===== config.mk =====
export PLATFORM = sky130hd
export DESIGN_NAME = apb_decode_mux_wdt
export DESIGN_NICKNAME = d
export VERILOG_FILES = /design/src/rtl/apb_mux_pkg.sv /design/src/rtl/apb_wdt_counter.sv /design/src/rtl/apb_decode_mux_wdt.sv
export SDC_FILE = /design/constraint.sdc
export NUM_CORES = 1
export LEC_CHECK = 0
export BUFFER_PORTS_ARGS = -buffer_cell sky130_fd_sc_hd__clkbuf_2
export CAP_MARGIN = 20
export CELL_PAD_IN_SITES_DETAIL_PLACEMENT = 1
export CELL_PAD_IN_SITES_GLOBAL_PLACEMENT = 2
export CORE_MARGIN = 5
export CORE_UTILIZATION = 17
export CTS_CLUSTER_DIAMETER = 40
export DETAILED_ROUTE_END_ITERATION = 10
export PLACE_DENSITY_LB_ADDON = 0.05
export SLEW_MARGIN = 10
export SYNTH_ARGS = -nofsm -noshare
export SYNTH_HDL_FRONTEND = slang
export SYNTH_SLANG_ARGS = --single-unit

===== constraint.sdc =====
create_clock -name PCLK -period 3.9 [get_ports PCLK]
set_clock_uncertainty 0.1 [all_clocks]
set_input_delay 0.39 -clock PCLK [delete_from_list [all_inputs] [get_ports PCLK]]
set_output_delay 0.39 -clock PCLK [all_outputs]
set_load 0.1 [all_outputs]

===== src/rtl/apb_mux_pkg.sv =====
// apb_mux_pkg: shared types and the priority decoder for the APB decode/response mux
package apb_mux_pkg;
    localparam int MAX_SLAVES = 256;
    localparam int PDATA_MAX  = 32;
    typedef enum logic [1:0] {IDLE, ACCESS, UNMAPPED, ABORT} state_t;
    typedef struct packed {
        logic [PDATA_MAX-1:0] prdata;
        logic                 pready;
        logic                 pslverr;
    } apb_rsp_t;
    typedef struct packed {
        logic       found;
        logic [7:0] idx;
    } dec_t;
    function automatic int idx_w(input int n);
        return (n > 1) ? $clog2(n) : 1;
    endfunction
    function automatic dec_t lowest_hit(input logic [MAX_SLAVES-1:0] hit);
        dec_t d;
        d = '{found: 1'b0, idx: 8'd0};
        for (int i = MAX_SLAVES - 1; i >= 0; i--)
            if (hit[i]) d = '{found: 1'b1, idx: 8'(i)};
        return d;
    endfunction
endpackage


===== src/rtl/apb_wdt_counter.sv =====
// apb_wdt_counter: saturating access-phase cycle counter that flags expiry at TMO_CYCLES-1
module apb_wdt_counter #(
    parameter int TMO_CYCLES = 255
)(
    input  logic clk,
    input  logic rst,
    input  logic en,
    input  logic clr,
    output logic expire
);
    localparam int CW = (TMO_CYCLES > 1) ? $clog2(TMO_CYCLES) : 1;
    logic [CW-1:0] cnt_q, cnt_d;
    always_comb cnt_d = clr ? '0 : (en && cnt_q != '1) ? cnt_q + 1'b1 : cnt_q;
    always_ff @(posedge clk) cnt_q <= rst ? '0 : cnt_d;
    assign expire = (TMO_CYCLES != 0) && (cnt_q == CW'(TMO_CYCLES - 1));
endmodule


===== src/rtl/apb_decode_mux_wdt.sv =====
// apb_decode_mux_wdt: APB address decoder/response mux with access watchdog, unmapped error and error counter
module apb_decode_mux_wdt
    import apb_mux_pkg::*;
#(
    parameter int PADDR_SIZE = 16,
    parameter int PDATA_SIZE = 8,
    parameter int SLAVES     = 8,
    parameter int TMO_CYCLES = 255,
    parameter int ERRCNT_W   = 8
)(
    input  logic                                 PCLK,
    input  logic                                 PRESET,
    input  logic                                 MST_PSEL,
    input  logic                                 MST_PENABLE,
    input  logic [PADDR_SIZE-1:0]                MST_PADDR,
    output logic [PDATA_SIZE-1:0]                MST_PRDATA,
    output logic                                 MST_PREADY,
    output logic                                 MST_PSLVERR,
    input  logic [SLAVES-1:0][PADDR_SIZE-1:0]    slv_addr,
    input  logic [SLAVES-1:0][PADDR_SIZE-1:0]    slv_mask,
    output logic [SLAVES-1:0]                    SLV_PSEL,
    input  logic [SLAVES-1:0][PDATA_SIZE-1:0]    SLV_PRDATA,
    input  logic [SLAVES-1:0]                    SLV_PREADY,
    input  logic [SLAVES-1:0]                    SLV_PSLVERR,
    output logic                                 tmo_o,
    output logic [idx_w(SLAVES)-1:0]             tmo_idx_o,
    output logic [ERRCNT_W-1:0]                  err_cnt_o,
    input  logic                                 err_clr_i
);
    localparam int IW = idx_w(SLAVES);
    state_t            state_q, state_d;
    logic [IW-1:0]     idx_q, idx_d, tmo_idx_q, tmo_idx_d;
    logic [ERRCNT_W-1:0] err_cnt_q, err_cnt_d;
    logic [SLAVES-1:0] hit;
    dec_t              dec;
    apb_rsp_t          rsp;
    logic              setup, wdt_en, wdt_clr, wdt_exp, err_inc;
    assign setup = MST_PSEL & ~MST_PENABLE;
    always_comb begin
        for (int i = 0; i < SLAVES; i++)
            hit[i] = ((MST_PADDR ^ slv_addr[i]) & slv_mask[i]) == '0;
        dec = lowest_hit(MAX_SLAVES'(hit));
    end
    apb_wdt_counter #(.TMO_CYCLES(TMO_CYCLES)) u_wdt (
        .clk    (PCLK),
        .rst    (PRESET),
        .en     (wdt_en),
        .clr    (wdt_clr),
        .expire (wdt_exp)
    );
    always_comb begin
        state_d  = state_q;
        idx_d    = idx_q;
        SLV_PSEL = '0;
        rsp      = '0;
        wdt_en   = 1'b0;
        case (state_q)
            ACCESS: begin
                SLV_PSEL[idx_q] = 1'b1;
                rsp = '{prdata: PDATA_MAX'(SLV_PRDATA[idx_q]), pready: SLV_PREADY[idx_q],
                        pslverr: SLV_PSLVERR[idx_q]};
                if (!MST_PSEL || (MST_PENABLE && SLV_PREADY[idx_q]))
                    state_d = IDLE;
                else if (MST_PENABLE) begin
                    wdt_en = 1'b1;
                    if (wdt_exp) state_d = ABORT;
                end
            end
            UNMAPPED: begin
                rsp.pready  = MST_PENABLE;
                rsp.pslverr = MST_PENABLE;
                if (MST_PENABLE || !MST_PSEL) state_d = IDLE;
            end
            ABORT: begin
                rsp.pready  = 1'b1;
                rsp.pslverr = 1'b1;
                state_d     = IDLE;
            end
            default: ;
        endcase
        // a setup phase re-decodes and selects the winner in the same cycle
        if (setup && (state_q == IDLE || state_q == ACCESS)) begin
            SLV_PSEL = '0;
            SLV_PSEL[IW'(dec.idx)] = dec.found;
            idx_d   = IW'(dec.idx);
            state_d = dec.found ? ACCESS : UNMAPPED;
        end
    end
    assign wdt_clr     = setup | (state_q == IDLE);
    assign MST_PREADY  = rsp.pready & ~PRESET;
    assign MST_PSLVERR = rsp.pslverr;
    assign MST_PRDATA  = rsp.prdata[PDATA_SIZE-1:0];
    assign tmo_o       = state_q == ABORT;
    assign tmo_idx_o   = tmo_idx_q;
    assign err_cnt_o   = err_cnt_q;
    assign err_inc     = MST_PSEL & MST_PENABLE & MST_PREADY & MST_PSLVERR;
    always_comb begin
        tmo_idx_d = (state_q == ABORT) ? idx_q : tmo_idx_q;
        err_cnt_d = err_clr_i ? '0 : (err_inc && err_cnt_q != '1) ? err_cnt_q + 1'b1 : err_cnt_q;
    end
    always_ff @(posedge PCLK) begin
        if (PRESET) begin
            state_q   <= IDLE;
            idx_q     <= '0;
            tmo_idx_q <= '0;
            err_cnt_q <= '0;
        end else begin
            state_q   <= state_d;
            idx_q     <= idx_d;
            tmo_idx_q <= tmo_idx_d;
            err_cnt_q <= err_cnt_d;
        end
    end
endmodule


==> impl_metrics.tcl, run 1 <==
set metrics [dict create \
    status "complete, no violations" \
    hp-class "register to register" \
    n_fill_cell 2850 \
    end_kind "primary output" \
    clkPwrFrac_pct 24.9 \
    setup_viol 0 \
    cts_hold_buf 0 \
    finish.utilization_pct 27.7 \
    rsz0062_at_grt "false" \
    critical_path_arrival_ns 2.78 \
    p_seq_share_pct 25.2 \
    die-area_sq_um 25800 \
    syn_avg_cell_area_sq_um 7.71 \
    drt_iter0_markers 148 \
    syn-cell-area_sq_um 3860 \
    grt_antenna_before_repair 4 \
    period_share_pct 83.9 \
    tightestPinTransition_ns 0.727 \
    worstPathRequired_ns 3.41 \
    reg2reg_depth 7 \
    first_pass_iters 5 \
    relSlewSlack_pct 51.5 \
    io_pins 387 \
    grt_pass1_vias 5949 \
    via_per_inst 4.55 \
    initial_core_util_pct 17.2 \
    synth_fp_nets 861 \
    ant_nets 0 \
    grt_first_pass_wirelength_microns 36200 \
    dp.final_hpwl_microns 22100 \
    syn_inst 501 \
    p_sw_share_pct 33.8 \
    ir_worst_vdd_v 0.000159 \
    hold_path_depth 2 \
    fin_nets 1228 \
    p_per_area_nw_per_um2 159 \
    die_h_microns 161 \
    path_class "input pin to primary output" \
    cts_resized 0 \
    max_freq_ghz 0.306 \
    p_sw_w 0.000334 \
    p_leak_nw 3.06 \
    cts_tree "built" \
    clock-sinks 24 \
    synth_edf_count 0 \
    power.internal_w 0.000654 \
    clk_latency_ns 0.26 \
    floorplan.die.width_microns 161 \
    worstReg2RegStart "idx_q[1]" \
    grt_util_all_layers_pct 18.2 \
    post_drt_wl_per_cell_microns 21.3 \
    areaGrowthSynthToFinish_pct 61.2 \
    critPathMaxFanout 8 \
    ys_seq_area_share_pct 12.4 \
    cts_setup_buffers 0 \
    maxCapViolCount 0 \
    overflow 0 \
    numCtsBuffers 3 \
    multi_input_area_sq_um 3240 \
    ff_latch_area_sq_um 480 \
    min_period_ns 3.27 \
    synth.distinct_cells 49 \
    synthFlopType "dfxtp_1" \
    vias 5267 \
    fin_cells 1158 \
    clock_path_buffers 2 \
    synth_async_sr_flop_share_pct 0 \
    hold_viol 0 \
    setup.worst_path.start_class "input pin" \
    ys_ff_latch 24 \
    totalWireLength_microns 24700 \
    grt_max_degree 34 \
    pwr-share-comb_pct 49.9 \
    crit_start "MST_PADDR[0]" \
    min-delay-start "tmo_idx_o[2]" \
    place_congestion 0.865 \
    cts.htree.levels 1 \
    coreArea_sq_um 22500 \
    yosysWarningCount 0 \
    drc 0 \
    drive_gt1_share_pct 48.3 \
    path_clk_slew_ns 0.06 \
    dp.cells 1148 \
    port_buffers 386 \
    row_count 55 \
    final_max_slew_viol_count 0 \
    root_buffer "clkbuf_16" \
]
==> worst paths after layout <==
kind,to,slack [ns]
worst min-delay path,tmo_idx_o[2],0.36
worst max register to register,u_wdt.cnt_q[7],0.96
worst min register to register,tmo_idx_o[2],0.36
worst max-delay path,SLV_PSEL[3],0.63
==> layout make-up <==
type / count / area share, %
clock buffers: 4 / 1.43
well taps: 285 / 5.73
flip-flops and latches: 24 / 7.72
multi-input cells: 440 / 52.1
diodes: 6 / 0.241
repair buffers: 394 / 32.5
inverters: 5 / 0.301
==> worst max-delay path: stages <==
cell      delay (ns)
clkbuf_2        0.26
xor2_1          0.24
a22oi_1         0.22
nand4_1         0.16
or2_2           0.34
a211o_1         0.31
a21oi_1         0.32
o21ai_1         0.13
clkbuf_2        0.39
==> flip-flops by register name, indices dropped and copies added, names as in the netlist <==
| register | count |
|---|---|
| state_q | 2 |
| err_cnt_o | 8 |
| tmo_idx_o | 3 |
| idx_q | 3 |
| u_wdt.cnt_q | 8 |
==> power by group through the flow <==
stage / logic (W) / clock network, W / registers [W]
final: 0.000493 / 0.000246 / 0.000249
after global routing: 0.000546 / 0.000269 / 0.000250
after CTS: 0.000501 / 0.000255 / 0.000249
after detailed placement: 0.000499 / 0 / 0.000255
after global placement: 0.000490 / 0 / 0.000255
after floorplan: 0.000238 / 0 / 0.000253
==> layout by cell type, fill, tap and decap left out, types with 3 or more instances in the layout <==
cell       synthesis  routed
clkbuf_2           0     383
xor2_1           134     134
a22oi_1           70      70
nor2_1            43      43
nand2_1           31      31
dfxtp_1           24      24
nand4_1           22      22
a21oi_1           17      17
nand3_1           12      12
o21ai_0           14      11
mux2i_1           10      10
buf_4              0       9
mux4_2             8       8
xnor2_1            8       8
nor3_1             7       7
diode_2            0       6
inv_1              5       5
nand3b_1           5       5
mux2_2             5       5
a22o_1             4       4
and2_1             4       4
nor2b_1            3       3
nor3b_1            3       3
a31oi_1            3       3
or2_2              3       3
o21ai_1            0       3
ha_1               3       3
clkbuf_16          0       3
==> cells by family after synthesis <==
kind of cell / share of synthesized area [%]
AO/OA/AOI/OAI: 22.4
AND/OR/NAND/NOR: 19.1
XOR/XNOR: 32.2
multiplexers: 9.30
flip-flops: 12.4
buffers and inverters: 3.60
adder cells (fa/ha/maj): 0.972
==> synthesized netlist by cell type (all sizes together), types with 7 or more instances <==
master | number | area share [%]
mux4 | 8 | 4.7
xor2 | 134 | 30
clkbuf | 28 | 2.7
o21ai | 14 | 1.8
nor3 | 7 | 0.91
nand2 | 31 | 3.0
a21oi | 17 | 2.2
nor2 | 43 | 4.2
mux2 | 7 | 2.0
nand4 | 22 | 3.6
dfxtp | 24 | 12
mux2i | 10 | 2.6
nand3 | 12 | 1.6
a22oi | 70 | 14
xnor2 | 8 | 1.8
==> metal layers <==
| layer | GRT usage, % | part of all wire [%] |
|---|---|---|
| met1 | 20.5 | 40 |
| met2 | 34.1 | 52 |
| met3 | 5.80 | 7.2 |
| met4 | 2.52 | 0.64 |
| met5 | 0 | 0 |
==> per-stage QoR <==
stage	total power (W)	hold WS, ns	setup TNS [ns]	area [sq um]	worst slack [ns]
after floorplan	0.000491	0.385	-1.28	3860	-0.634
after global placement	0.000745	0.348	0	6120	0.581
after detailed placement	0.000754	0.360	0	6120	0.541
after CTS	0.00101	0.369	0	6210	0.538
after global routing	0.00106	0.394	0	6220	0.325
final	0.000988	0.364	0	6230	0.628
No activity file was read; power rests on OpenSTA's default activity.
==> run 2: changes to the inputs <==
==> constraint.sdc (replaced) <==
create_clock -name PCLK -period 3.25 [get_ports PCLK]
set_clock_uncertainty 0.1 [all_clocks]
set_input_delay 0.325 -clock PCLK [delete_from_list [all_inputs] [get_ports PCLK]]
set_output_delay 0.325 -clock PCLK [all_outputs]
set_load 0.1 [all_outputs]
==> run 2 against run 1 <==
Net effect: cell count up 0.43%; highest routed layer is now met5; largest power group unchanged; wire length up 5.3%; design area is 3.7% higher; critical path type unchanged.
==> impl_metrics.tcl, run 2 (synthesis gave the netlist of run 1 again) <==
set metrics [dict create \
    final_max_slew_viol_count 0 \
    dp.final_hpwl_microns 23600 \
    clkPwrFrac_pct 24.7 \
    cts_resized 0 \
    drc 0 \
    critPathSlowestCell "a21oi_1" \
    worstReg2RegStart "idx_q[1]" \
    cts_hold_buf 0 \
    first_pass_iters 4 \
    cts.htree.levels 1 \
    ff_latch_area_sq_um 480 \
    die_h_microns 161 \
    grt_util_all_layers_pct 19.3 \
    max_freq_ghz 0.333 \
    tightestPinTransition_ns 0.718 \
    clock_path_buffers 2 \
    p_leak_nw 3.13 \
    path_buf_inv 2 \
    pwr-share-comb_pct 50.6 \
    grt_max_degree 32 \
    hold_viol 0 \
    ir_worst_vdd_v 0.000175 \
    critPathTopFamily "compound AO/OA/AOI/OAI gates" \
    multi_input_area_sq_um 3300 \
    clk_latency_ns 0.26 \
    clock-sinks 24 \
    totalWireLength_microns 26000 \
    floorplan.die.width_microns 161 \
    areaGrowthSynthToFinish_pct 67.2 \
    drive_gt1_share_pct 50.3 \
    p_seq_share_pct 24.7 \
    hp-class "input pin to register" \
    p_sw_share_pct 34.6 \
    grt_pass1_vias 6115 \
    layout_commonest_cell "clkbuf_2" \
    place_congestion 0.945 \
    ant_nets 0 \
    maxCapViolCount 0 \
    end_kind "primary output" \
    row_count 55 \
    vias 5327 \
    root_buffer "clkbuf_16" \
    min_period_ns 3.00 \
    drt_iter0_markers 124 \
    power.internal_w 0.000794 \
    grt_first_pass_wirelength_microns 38200 \
    critical_path_arrival_ns 2.58 \
    io_pins 387 \
    via_per_inst 4.58 \
    fin_nets 1233 \
    layout_common_cells "clkbuf_2, xor2_1, a22oi_1" \
    cts_tree "built" \
    grt_antenna_before_repair 7 \
    status "complete, no violations" \
    p_sw_w 0.000420 \
    overflow 0 \
    min-delay-start "err_clr_i" \
    period_share_pct 92.5 \
    numCtsBuffers 3 \
    path_clk_slew_ns 0.07 \
    worstPathRequired_ns 2.82 \
    n_fill_cell 2804 \
    cp_cell_sequence "clkbuf_2 -> xor2_1 -> a22oi_1 -> nand4_1 -> or2_2 -> a211o_1 -> a21oi_1 -> o21ai_2 -> buf_12" \
    setup_viol 0 \
    worst_path_largest_cell_delay_ns 0.42 \
    finish.utilization_pct 28.7 \
    initial_core_util_pct 17.2 \
    rsz0062_at_grt "false" \
    crit_start "MST_PADDR[4]" \
    die-area_sq_um 25800 \
    coreArea_sq_um 22500 \
    cts_setup_buffers 0 \
    p_per_area_nw_per_um2 188 \
    whs_ns 0.341 \
    post_drt_wl_per_cell_microns 22.3 \
    setup.worst_path.start_class "input pin" \
    critPathMaxFanout 8 \
    path_class "input pin to primary output" \
    relSlewSlack_pct 52.1 \
    port_buffers 386 \
]
run 2: changes by cell type in the layout (fill, tap and decap cells not counted), sizes merged:
| cell | delta |
|---|---|
| buf | +15 |
| clkbuf | -10 |
run 2: cell type report:
class | count | share of cell area [%]
inverters | 5 | 0.291
diodes | 6 | 0.233
repair buffers | 399 | 34.1
clock buffers | 4 | 1.38
flip-flops and latches | 24 | 7.44
well taps | 285 | 5.52
multi-input cells | 440 | 51.1
run 2: worst paths after layout:
kind	slack [ns]	cells after the start	to
worst max-delay path	0.25	9	SLV_PSEL[3]
worst min-delay path	0.34	3	err_cnt_o[6]
worst max register to register	0.33	7	u_wdt.cnt_q[5]
worst min register to register	0.37	2	tmo_idx_o[0]
run 2: layer usage:
metal	vias up	GRT usage [%]	wire, microns
met4	4	5.04	535
met1	2540	20.7	9430
li1	2571	-	-
met3	26	4.98	1640
met5	-	0	25
met2	186	37.4	14400
run 2: tightest hold or removal path, delay by kind of cell:
kind | cells | cell delay [ns]
AND/OR/NAND/NOR | 2 | 0.26
buffers and inverters | 1 | 0.07
run 2: power groups by stage:
stage | combinational, W | clock (W) | sequential [W]
global placement | 0.000613 | 0 | 0.000306
detailed placement | 0.000622 | 0 | 0.000307
floorplan | 0.000289 | 0 | 0.000303
global route | 0.000677 | 0.000323 | 0.000300
finish | 0.000613 | 0.000300 | 0.000300
CTS | 0.000625 | 0.000313 | 0.000300
run 2: through the flow:
stage	TNS, ns	std cells	cell area (sq um)	power [W]	worst slack (ns)
after global routing	0	1162	6450	0.00130	0.0358
after detailed placement	0	1153	6350	0.000929	0.189
final	0	1163	6450	0.00121	0.245
after CTS	0	1157	6430	0.00124	0.182
after global placement	0	1153	6350	0.000919	0.252
after floorplan	-0.424	501	3910	0.000592	-0.424
==> run 3: changes to the inputs <==
--- a/config.mk
+++ b/config.mk
@@ -13,6 +13,7 @@
 export CORE_UTILIZATION = 17
 export CTS_CLUSTER_DIAMETER = 40
 export DETAILED_ROUTE_END_ITERATION = 10
+export MAX_ROUTING_LAYER = met4
 export PLACE_DENSITY_LB_ADDON = 0.05
 export SLEW_MARGIN = 10
 export SYNTH_ARGS = -nofsm -noshare
==> run 3 against run 2 <==
Net effect: synthesized cell count did not move; global-route usage rose by 0.38 points; synthesized area did not move; the flow now stops in detailed routing.
==> impl_metrics.tcl, run 3 <==
set metrics [dict create \
    status "stopped before the end" \
    lastStage "detailed routing" \
    toolErrorMsg "[ERROR DRT-0255] Maze Route cannot find path of net PCLK in worker of routeBox ( 144900 0 ) ( 160710 48300 )." \
    initial_core_util_pct 17.2 \
    syn_inst 501 \
    place_congestion 1.00 \
    cts_setup_buffers 0 \
    grt_first_pass_wirelength_microns 37600 \
    syn_avg_cell_area_sq_um 7.71 \
    synth_fp_nets 861 \
    yosysWarningCount 0 \
    synth.distinct_cells 49 \
    grt_antenna_before_repair 6 \
    grt_pass1_vias 6226 \
    port_buffers 386 \
    ys_ff_latch 24 \
    cts_resized 0 \
    dp.cells 1154 \
    overflow 0 \
    grt_max_degree 32 \
    syn-cell-area_sq_um 3860 \
    synth_async_sr_flop_share_pct 0 \
    floorplan.die.width_microns 161 \
    row_count 55 \
    grt_util_all_layers_pct 19.7 \
    die_h_microns 161 \
    cts_hold_buf 0 \
    place_area_sq_um 6350 \
    ys_seq_area_share_pct 12.4 \
    root_buffer "clkbuf_16" \
    synth_most_common_cell "xor2_1" \
    synth_edf_count 0 \
    cts.htree.levels 1 \
    ys_top_cells_by_count "xor2_1, a22oi_1, nor2_1, nand2_1, clkbuf_1" \
    synth_largest_area_cell "xor2_1" \
    clock-sinks 24 \
    dp.final_hpwl_microns 23500 \
    synth_area_leaders "xor2_1, a22oi_1, dfxtp_1, mux4_2, nor2_1" \
    numCtsBuffers 3 \
    place_ws_ns 0.156 \
    synth_top_area_share_pct 30.4 \
    io_pins 387 \
    clock_path_buffers 2 \
    synthFlopType "dfxtp_1" \
]
## run 3: logic make-up after synthesis
kind of cell / Yosys count / share of synthesized area, %
buffers and inverters: 37 / 3.60
flip-flops: 24 / 12.4
XOR/XNOR: 142 / 32.2
AO/OA/AOI/OAI: 124 / 22.4
adder cells (fa/ha/maj): 3 / 0.972
AND/OR/NAND/NOR: 146 / 19.1
multiplexers: 25 / 9.30
## run 3: per-stage QoR
stage / hold slack (ns) / setup TNS (ns)
floorplan: 0.385 / -0.424
global placement: 0.367 / 0
detailed placement: 0.375 / 0
CTS: 0.337 / 0
global route: 0.355 / 0
## run 3: layer usage
layer  track usage, %
met1             19.8
met3             4.59
met4             4.11
met2             38.6
met5                -
==> run 4: changes to the inputs <==
--- a/config.mk
+++ b/config.mk
@@ -7,14 +7,10 @@
 export LEC_CHECK = 0
 export BUFFER_PORTS_ARGS = -buffer_cell sky130_fd_sc_hd__clkbuf_2
 export CAP_MARGIN = 20
-export CELL_PAD_IN_SITES_DETAIL_PLACEMENT = 1
-export CELL_PAD_IN_SITES_GLOBAL_PLACEMENT = 2
-export CORE_MARGIN = 5
-export CORE_UTILIZATION = 17
-export CTS_CLUSTER_DIAMETER = 40
+export CORE_AREA = 5 5 148 150
 export DETAILED_ROUTE_END_ITERATION = 10
-export MAX_ROUTING_LAYER = met4
-export PLACE_DENSITY_LB_ADDON = 0.05
+export DIE_AREA = 0 0 153 155
+export PLACE_DENSITY_LB_ADDON = 0.15
 export SLEW_MARGIN = 10
 export SYNTH_ARGS = -nofsm -noshare
 export SYNTH_HDL_FRONTEND = slang
==> run 4 against run 3 <==
Net effect: the run now ends clean; global-route usage shrank 2.1 points.
==> impl_metrics.tcl, run 4 (synthesis gave the netlist of run 1 again) <==
set metrics [dict create \
    cts_hold_buf 0 \
    areaGrowthSynthToFinish_pct 67.9 \
    grt_antenna_before_repair 6 \
    stdcell_area_sq_um 6480 \
    vias 5110 \
    worstPathRequired_ns 2.82 \
    floorplan.die.width_microns 153 \
    whs_ns 0.342 \
    grt_first_pass_wirelength_microns 32500 \
    critPathTopFamily "compound AO/OA/AOI/OAI gates" \
    coreArea_sq_um 20600 \
    numCtsBuffers 3 \
    place_ws_ns 0.228 \
    port_buffers 386 \
    p_per_area_nw_per_um2 181 \
    drc 0 \
    via_per_inst 4.41 \
    clock-sinks 24 \
    die_h_microns 155 \
    period_share_pct 92.0 \
    grt_pass1_vias 5514 \
    setup.worst_path.start_class "input pin" \
    maxCapViolCount 0 \
    path_class "input pin to primary output" \
    worstReg2RegStart "idx_q[1]" \
    overflow 0 \
    row_count 53 \
    hp-class "input pin to register" \
    post_drt_wl_per_cell_microns 19.5 \
    ir_worst_vdd_v 0.000166 \
    grt_max_degree 31 \
    finish.utilization_pct 31.5 \
    clock_path_buffers 2 \
    dp.final_hpwl_microns 20600 \
    rsz0062_at_grt "false" \
    grt_util_all_layers_pct 17.6 \
    relSlewSlack_pct 59.9 \
    path_buf_inv 2 \
    path_clk_slew_ns 0.06 \
    min-delay-start "err_clr_i" \
    ant_nets 0 \
    setup_viol 0 \
    first_pass_iters 4 \
    tightestPinTransition_ns 0.595 \
    layout_common_cells "clkbuf_2, xor2_1, a22oi_1" \
    min_period_ns 2.99 \
    cts.htree.levels 1 \
    finalPower_w 0.00117 \
    worst_path_largest_cell_delay_ns 0.45 \
    p_leak_nw 3.15 \
    n_fill_cell 2306 \
    place_congestion 0.940 \
    initial_core_util_pct 18.8 \
    setup_ws_ns 0.260 \
    hold_viol 0 \
    critical_path_arrival_ns 2.57 \
    clk_latency_ns 0.25 \
    final_max_slew_viol_count 0 \
    totalWireLength_microns 22600 \
    drt_iter0_markers 187 \
    fin_nets 1240 \
    end_kind "primary output" \
    critPathMaxFanout 8 \
    die-area_sq_um 23700 \
    critPathSlowestCell "a21oi_1" \
    io_pins 387 \
    place_area_sq_um 6390 \
    max_freq_ghz 0.334 \
    root_buffer "clkbuf_16" \
    cp_cell_sequence "clkbuf_2 -> xor2_1 -> a22oi_1 -> nand4_1 -> or2_2 -> a211o_1 -> a21oi_1 -> o21ai_2 -> buf_12" \
    cts_tree "built" \
    drive_gt1_share_pct 50.7 \
    crit_start "MST_PADDR[7]" \
    layout_commonest_cell "clkbuf_2" \
    status "complete, no violations" \
]
==> run 4: layer usage <==
metal,track usage (%),share of wire (%),wire length [microns],vias up
li1,-,-,-,2588
met1,19.6,37,8300,2304
met2,33.9,55,12400,192
met3,3.53,5.6,1280,26
met4,5.01,2.5,573,0
met5,0,0,0,-
==> run 4: final timing paths <==
kind | end | slack [ns] | cells past startpoint
worst min register to register | tmo_idx_o[1] | 0.36 | 2
worst max-delay path | SLV_PSEL[5] | 0.26 | 9
worst max register to register | u_wdt.cnt_q[7] | 0.43 | 7
worst min-delay path | err_cnt_o[6] | 0.34 | 3
==> run 4: cell type report <==
class,count,area (sq um),share of cell area [%]
multi-input combinational,440,3300,50.8
tap,275,344,5.31
clock buffer,3,75.1,1.16
antenna,6,15.0,0.232
sequential,24,480,7.41
inverter,5,18.8,0.290
timing repair buffer,406,2250,34.7
==> run 4: where the power goes <==
| group | total (W) | internal (W) | switching, W |
|---|---|---|---|
| Combinational | 0.000616 | 0.000315 | 0.000301 |
| Clock | 0.000260 | 0.000163 | 0.0000978 |
| Sequential | 0.000299 | 0.000296 | 0.00000317 |
==> run 4: worst register-to-register path, stage by stage, from the launching register on <==
cell and delay, ns:
dfxtp_1 0.38, mux2_1 0.34, mux4_2 0.50, or4_4 0.57
or3b_1 0.39, nor3_1 0.24, xnor2_1 0.14, nor2_1 0.05
==> run 4: through the flow <==
step,std cells,TNS [ns]
2_1_floorplan,501,-0.424
3_3_place_gp,1150,0
3_5_place_dp,1150,0
4_1_cts,1153,0
5_1_grt,1159,0
6_report,1159,0
==> run 4: timing repair <==
item / CTS / global route
setup endpoints to repair: 0 / 1
hold endpoints to repair: 0 / 0
gates resized for setup: 0 / 1
setup buffers: 0 / 0
